File: src/rtl/pea_pkg.sv
// Shared constants and types for the PEA actor.
// Modes, opcodes, width helper and the token requirement bundle.
package pea_pkg;

  typedef enum logic [1:0] {
    SETUP_INSTR = 2'b00,
    INSTR       = 2'b01,
    OUTPUT      = 2'b10,
    MODE_RSV    = 2'b11
  } mode_e;

  localparam logic [7:0] STP = 8'h01;
  localparam logic [7:0] EVP = 8'h02;
  localparam logic [7:0] EVB = 8'h03;
  localparam logic [7:0] RST = 8'h04;
  localparam logic [7:0] HLT = 8'h05;

  localparam int REQ_W = 6;

  typedef struct packed {
    logic             mode_ok;
    logic             cmd;
    logic [REQ_W-1:0] data;
    logic [REQ_W-1:0] res;
    logic             stat;
  } tok_req_t;

  function automatic int pea_log2(input int v);
    int r;
    r = 0;
    for (int i = 0; i < 32; i++)
      if ((64'd1 << r) < 64'(v))
        r = r + 1;
    return r;
  endfunction

endpackage

File: src/rtl/pea_token_req.sv
// Maps mode, opcode and argument to the tokens and slots a firing needs.
// mode_ok low means the actor may not fire regardless of counts.
module pea_token_req
  import pea_pkg::*;
(
  input  logic [1:0] next_instr,
  input  logic [7:0] instr,
  input  logic [4:0] arg2,
  output tok_req_t   req
);

  logic [REQ_W-1:0] arg_z;
  logic [REQ_W-1:0] arg_p1;

  assign arg_z  = {1'b0, arg2};
  assign arg_p1 = arg_z + 6'd1;

  always_comb begin
    req = '0;
    unique case (next_instr)
      SETUP_INSTR: begin
        req.mode_ok = 1'b1;
        req.cmd     = 1'b1;
      end
      INSTR: begin
        req.mode_ok = 1'b1;
        unique case (instr)
          STP: req.data = arg_p1;
          EVP: req.data = 6'd1;
          EVB: begin
            req.data    = arg_z;
            // an empty block is never fireable
            req.mode_ok = (arg2 != 5'd0);
          end
          default: req.data = '0;
        endcase
      end
      OUTPUT: begin
        req.mode_ok = 1'b1;
        req.stat    = 1'b1;
        req.res     = (instr == EVB) ? arg_z : 6'd1;
      end
      default: req = '0;
    endcase
  end

endmodule

File: src/rtl/pea_enable.sv
// Fireability check for the PEA actor.
// Compares token requirements with FIFO counts; registered output.
module pea_enable
  import pea_pkg::*;
#(
  parameter int BUFFER_SIZE     = 1024,
  parameter int BUFFER_SIZE_OUT = 32,
  parameter int CNT_W           = pea_log2(BUFFER_SIZE),
  parameter int OCNT_W          = pea_log2(BUFFER_SIZE_OUT)
) (
  input  logic              clk,
  input  logic              rst,
  input  logic [CNT_W-1:0]  command_pop,
  input  logic [CNT_W-1:0]  data_pop,
  input  logic [OCNT_W-1:0] free_space_out_result,
  input  logic [OCNT_W-1:0] free_space_out_status,
  input  logic [1:0]        next_instr,
  input  logic [7:0]        instr,
  input  logic [4:0]        arg2,
  output logic              enable
);

  tok_req_t req;
  logic     cmd_ok;
  logic     data_ok;
  logic     res_ok;
  logic     stat_ok;
  logic     en_d;

  pea_token_req u_req (
    .next_instr (next_instr),
    .instr      (instr),
    .arg2       (arg2),
    .req        (req)
  );

  assign cmd_ok  = !req.cmd  || (command_pop != '0);
  assign stat_ok = !req.stat || (free_space_out_status != '0);
  assign data_ok = 32'(data_pop) >= 32'(req.data);
  assign res_ok  = 32'(free_space_out_result) >= 32'(req.res);

  assign en_d = req.mode_ok & cmd_ok & data_ok & res_ok & stat_ok;

  always_ff @(posedge clk) begin
    if (rst)
      enable <= 1'b0;
    else
      enable <= en_d;
  end

endmodule

File: config.mk
export PLATFORM = sky130hd
export DESIGN_NAME = pea_enable
export DESIGN_NICKNAME = d
export VERILOG_FILES = /design/src/rtl/pea_pkg.sv /design/src/rtl/pea_token_req.sv /design/src/rtl/pea_enable.sv
export SDC_FILE = /design/constraint.sdc
export NUM_CORES = 1
export LEC_CHECK = 0
export BUFFER_PORTS_ARGS = -buffer_cell sky130_fd_sc_hd__buf_2
export CAP_MARGIN = 5
export CELL_PAD_IN_SITES_DETAIL_PLACEMENT = 0
export CELL_PAD_IN_SITES_GLOBAL_PLACEMENT = 2
export CORE_MARGIN = 2
export CORE_UTILIZATION = 17
export CTS_CLUSTER_DIAMETER = 50
export DETAILED_ROUTE_END_ITERATION = 10
export PLACE_DENSITY = 0.83
export SLEW_MARGIN = 25
export SYNTH_ARGS = -nofsm -noshare
export SYNTH_HDL_FRONTEND = slang
export SYNTH_SLANG_ARGS = --single-unit
File: constraint.sdc
create_clock -name clk -period 3.12 [get_ports clk]
set_input_delay 0.624 -clock clk [delete_from_list [all_inputs] [get_ports clk]]
set_output_delay 0.624 -clock clk [all_outputs]
set_load 0.01 [all_outputs]
# ---- Word level (Yosys, flattened, before mapping)
# Cells that the tools add are included.
dict set report op_classes {
  bitwise_logic 4
  n_addsub 1
  reduce_logical 9
  mux 7
  order_cmp 2
  eq_ne 5
}
# cell count
set op_table {}
lappend op_table {{6-bit one-hot mux with 3 select lines} 1}
lappend op_table {{8-bit by 2-bit equality test with 1-bit output (second input constant)} 2}
lappend op_table {{10-bit by 6-bit greater-or-equal comparator with 1-bit output} 1}
lappend op_table {{10-bit nonzero test} 1}
lappend op_table {{5-bit nonzero test} 2}
lappend op_table {{8-bit by 1-bit equality test with 1-bit output (second input constant)} 1}
lappend op_table {{7-bit 2-to-1 mux} 1}
lappend op_table {{5-bit by 1-bit adder with 6-bit output (second input constant)} 1}
lappend op_table {{5-bit by 6-bit greater-or-equal comparator with 1-bit output} 1}
lappend op_table {{6-bit 2-to-1 mux} 1}
lappend op_table {{5-bit 2-to-1 mux} 1}
lappend op_table {{1-bit AND} 4}
lappend op_table {{2-bit by 1-bit equality test with 1-bit output (second input constant)} 1}
lappend op_table {{2-bit equality test (second input constant)} 1}
lappend op_table {{1-bit zero test} 2}
lappend op_table {{2-bit zero test} 1}
lappend op_table {{1-bit logical OR} 2}
lappend op_table {{1-bit 2-to-1 mux} 2}
lappend op_table {{1-bit one-hot mux with 2 select lines} 1}
lappend op_table {{2-bit OR reduction} 1}
dict set report totals {
  out_inout_bits 1
  in_bits 47
  reg_bits 1
  wordCells 29
}

# ---- Depth between registers and ports, before layout
dict set report logic_depth {
  depth_word 8
  mapped_depth 11
  depth_no_buf 11
}

# ---- Hierarchy
# From an unflattened synthesis, not the netlist that was laid out.
dict set report unflattened {
  cells_unflattened 90
  area_unflattened_um2 641.9
}
# mod instances seq_area_each_um2 area_each_um2 cells_per_inst
set by_module_without_submodules {}
lappend by_module_without_submodules {pea_enable 1 20.0 336.6 47}
lappend by_module_without_submodules {pea_token_req 1 0.0 305.3 43}

# ---- Least setup slack after synthesis
# Ideal clock, no wire load.
dict set report synth_path {
  path_type {input to register}
  from {in instr[3]}
  to {reg enable}
  required_time_ps 2986
  stages 11
  setup_slack_ps 659
  n_path_buf 0
  setup_ps 134
  arrival_ps 2328
  cell_sequence {or4_4 nor3_4 nand3_2 nor2_2 nand2_1 ha_1 a21o_1 a21oi_1 o21ai_0 nand2_1 a311oi_1}
}
dict set report synth_via {
  elab_chain_cells 7
  word_cells_on_any_way 15
  cone_classes {order compare: 2; eq/ne: 3; mux: 6; bitwise: 4}
}
# element line_no
set synth_rtl {}
lappend synth_rtl {{start: declaration} pea_enable.sv:18} ;# input logic [7:0] instr,
lappend synth_rtl {{8-bit by 2-bit equality test with 1-bit output (tied with other cells)} {pea_token_req.sv:27, pea_token_req.sv:41}}
lappend synth_rtl {{6-bit one-hot mux with 3 select lines or 1-bit 2-to-1 mux (tied branches)} pea_token_req.sv:27} ;# unique case (instr)
lappend synth_rtl {{6-bit 2-to-1 mux or 1-bit one-hot mux with 2 select lines (tied branches)} pea_token_req.sv:20} ;# unique case (next_instr)
lappend synth_rtl {{10-bit by 6-bit greater-or-equal comparator with 1-bit output or 1-bit AND (tied branches)} {pea_enable.sv:39, pea_enable.sv:42}}
lappend synth_rtl {{1-bit AND} pea_enable.sv:42} ;# assign en_d = req.mode_ok & cmd_ok & data_ok & res_ok & stat_ok;
lappend synth_rtl {{1-bit AND (*) (2 in a row)} pea_enable.sv:42}
lappend synth_rtl {{end signal: assignment} pea_enable.sv:48} ;# enable <= en_d;
lappend synth_rtl {{end: declaration} pea_enable.sv:20} ;# output logic enable
# Every way passes the cells marked *; elsewhere a longest branch is shown, timed or not.
# A chain may end at the register's enable or synchronous reset.

# ---- Worst setup path after layout
# Same ends and word-level chain as after synthesis.

==> summary.md <==
| Metric | Value |
|---|---|
| Max-slew headroom | `0.789` |
| Largest register FFs | `1` |
| Resized Gates After CTS | `0` |
| Starting Density | `0.179` |
| Clock power share | `0` |
| Slowest stage cell, crit path | `or4_4` |
| Max Fclk | `~370 MHz` |
| Largest net degree at the start of global routing | `7` |
| Yosys top cell by area | `ha_1` |
| Mapped Area | `around 550 um^2` |
| Tcrit/Tclk final | `0.862` |
| Most used cell, CP | `nand2_1` |
| Hpwl dp | `1460 um` |
| Global-route wire length before repair | `roughly 2500 um` |
| GP Congestion | `around 0.7` |
| Peak VDD IR | `0.0000285 V` |
| Die Area | `around 3700 um^2` |
| Clk pin slew, worst setup/hold paths | `0 ns` |
| Status | `finished clean` |
| Fin Setup TNS | `0 ns` |
| Switching Share | `0.365` |
| Post-synth cell types | `27` |
| Area contributors post-synth | `ha_1 30%, nand2_1 6.9%, a21oi_1 6.4%, xnor2_1 6.4%, nand2b_1 5.7%` |
| Most common cell after layout, fill and taps aside | `buf_2` |
| Cell area after layout | `around 840 um^2` |
| Routed len/inst | `9.18 um` |
| Initial antenna violation count | `0` |
| Worst setup SP type | `primary input` |
| Share of layout cells above drive strength 1 | `0.458` |
| Share of the synthesized area in the top cell type | `0.298` |
| Worst EP arrival | `between 2 and 3 ns` |
| Overall die height | `slightly above 60 um` |
| Post-DP Area | `836 um^2` |
| Regs by FF count | `enable x1` |
| RSZ-0062 raised after global routing | `false` |
| Tmin final | `roughly 2.7 ns` |
| Syn Nets | `133` |
| Gr usage total | `0.0837` |
| Crit-path cells | `buf_2 -> or4_4 -> nor3_4 -> nand3_2 -> nor2_2 -> nand2_1 -> ha_1 -> a21o_1 -> a21oi_1 -> o21ai_0 -> nand2_1 -> a311oi_1` |
| Final ANT Viol Nets | `0` |
| # nets final | `between 150 and 200` |
| Internal | `between 50 and 60 uW` |
| CP max FO | `4` |
| Core Area | `3050 um^2` |
| CP Capture Type | `flip-flop` |
| Fin. max-slew vios | `0` |
| Pre-antenna DRT Iters | `2` |
| Antenna diodes | `0` |
| I/O Buffers | `47` |
| Final Hold Viols | `0` |
| Max stage delay on crit path | `between 0.5 and 0.6 ns` |
| Combinational power share | `0.828` |
| Power Dens Cells | `around 100 nW/um^2` |
| Via count | `approximately 680` |
| Max-Cap Viols | `0` |
| Ys Warns | `0` |
| Area grow syn2layout | `53.2%` |
| Hold-fix buffers, CTS | `0` |
| Biggest register | `enable` |
| Net Sw Power | `around 30 uW` |
| DIE WIDTH | `between 60 and 70 um` |
| Num rows | `20` |
| Post-synthesis cell count | `73` |
| Vias per cell | `between 4 and 5` |
| Power Total | `82.3 uW` |
| Type of the most critical hold path | `primary input to flip-flop` |
| Setup violations, final | `0` |
| Total grt overflow | `0` |
| DR iter-0 viols | `6` |
| Seq cells post-synth | `1` |
| Worst Tran Pin Value | `0.312 ns` |
| Vias in the first global route | `655` |
| CP Class | `primary input to flip-flop` |
| Critical Path RT | `~3.0 ns` |
| Final WL | `about 1500 um` |
| Filler cells | `between 300 and 400` |
| Sequential fraction of the synthesis area | `0.0367` |
| Setup Fix Bufs, Post-CTS | `0` |
| Mean Syn Cell Area | `between 7 and 8 um^2` |
| DRC | `0` |
| Commonest non-fill, non-tap cells in the layout | `47 x buf_2, 13 x ha_1, 10 x nand2_1, 7 x a21oi_1, 5 x nand2b_1` |
| Pleak | `between 0.4 and 0.5 nW` |
| I/O pins | `between 40 and 50` |
| Seq pwr share | `0.172` |
## kinds of logic (layout without fill, tap and decap cells)
logic type / count (synthesis) / in the layout / synth area share
simple gates: 38 / 38 / 0.429
flops: 1 / 1 / 0.0367
fa+ha+maj: 13 / 13 / 0.298
mux: 1 / 1 / 0.0206
xor+xnor: 4 / 4 / 0.0642
buf+inv: 4 / 51 / 0.0275
compound gates: 12 / 12 / 0.124
## power by group through the flow
stage	logic (mW)	registers, mW	clock network (mW)
after CTS	0.0696	0.0142	0
after global placement	0.0674	0.0141	0
final	0.0681	0.0141	0
after detailed placement	0.0691	0.0142	0
after floorplan	0.0275	0.0147	0
after global routing	0.0787	0.0142	0
## worst max-delay path: cells and delay by family
kind | cells | cell delay (ns)
AO/OA/AOI/OAI | 4 | 0.40
adder cells (fa/ha/maj) | 1 | 0.29
buffers and inverters | 1 | 0.10
AND/OR/NAND/NOR | 6 | 1.14
## cell type report
type	count	area, um^2	area share
well taps	44	55.1	0.0659
multi-input cells	68	510	0.611
inverters	4	15.0	0.0180
repair buffers	47	235	0.281
flip-flops and latches	1	20.0	0.0240
## metal layers
layer | vias up | global-route usage | routed length (um)
met3 | 0 | 0.0107 | 179
met4 | 0 | 0 | 0
li1 | 364 | - | -
met2 | 34 | 0.160 | 662
met5 | - | 0 | 0
met1 | 284 | 0.106 | 663
## cell usage after synthesis
| cell type | number |
|---|---|
| nand2_1 | 10 |
| nand3_2 | 1 |
| and3_1 | 1 |
| ha_1 | 13 |
| or4_4 | 1 |
| a31oi_1 | 1 |
| nor2b_1 | 2 |
| nand2b_1 | 5 |
| inv_1 | 4 |
| xnor2_1 | 4 |
| nor4b_1 | 1 |
| o21ai_0 | 2 |
| nor4_1 | 3 |
| nor3_4 | 1 |
| and3_2 | 1 |
| nand3_1 | 3 |
| a21oi_1 | 7 |
| and3_4 | 1 |
| dfxtp_1 | 1 |
| a21o_1 | 1 |
| nor3_1 | 3 |
| a311oi_1 | 1 |
| mux2_2 | 1 |
| nand4_1 | 1 |
| nor2_2 | 1 |
| nand4_2 | 1 |
| nor2_1 | 2 |
## through the flow
stage / hold slack [ns] / setup slack, ns / std cells / util
final: 0.898 / 0.431 / 164 / 0.274
after global routing: 0.937 / 0.265 / 164 / 0.274
after CTS: 0.911 / 0.398 / 164 / 0.274
after detailed placement: 0.910 / 0.398 / 164 / 0.274
after global placement: 0.914 / 0.430 / 164 / 0.274
after floorplan: 0.777 / 0.659 / 73 / -
## worst paths after layout
kind / start / end / slack (ns) / cells after the start
max: instr[3] / enable / 0.43 / 12
min: rst / enable / 0.90 / 4
Note: power is estimated with default switching activity, not from simulation.
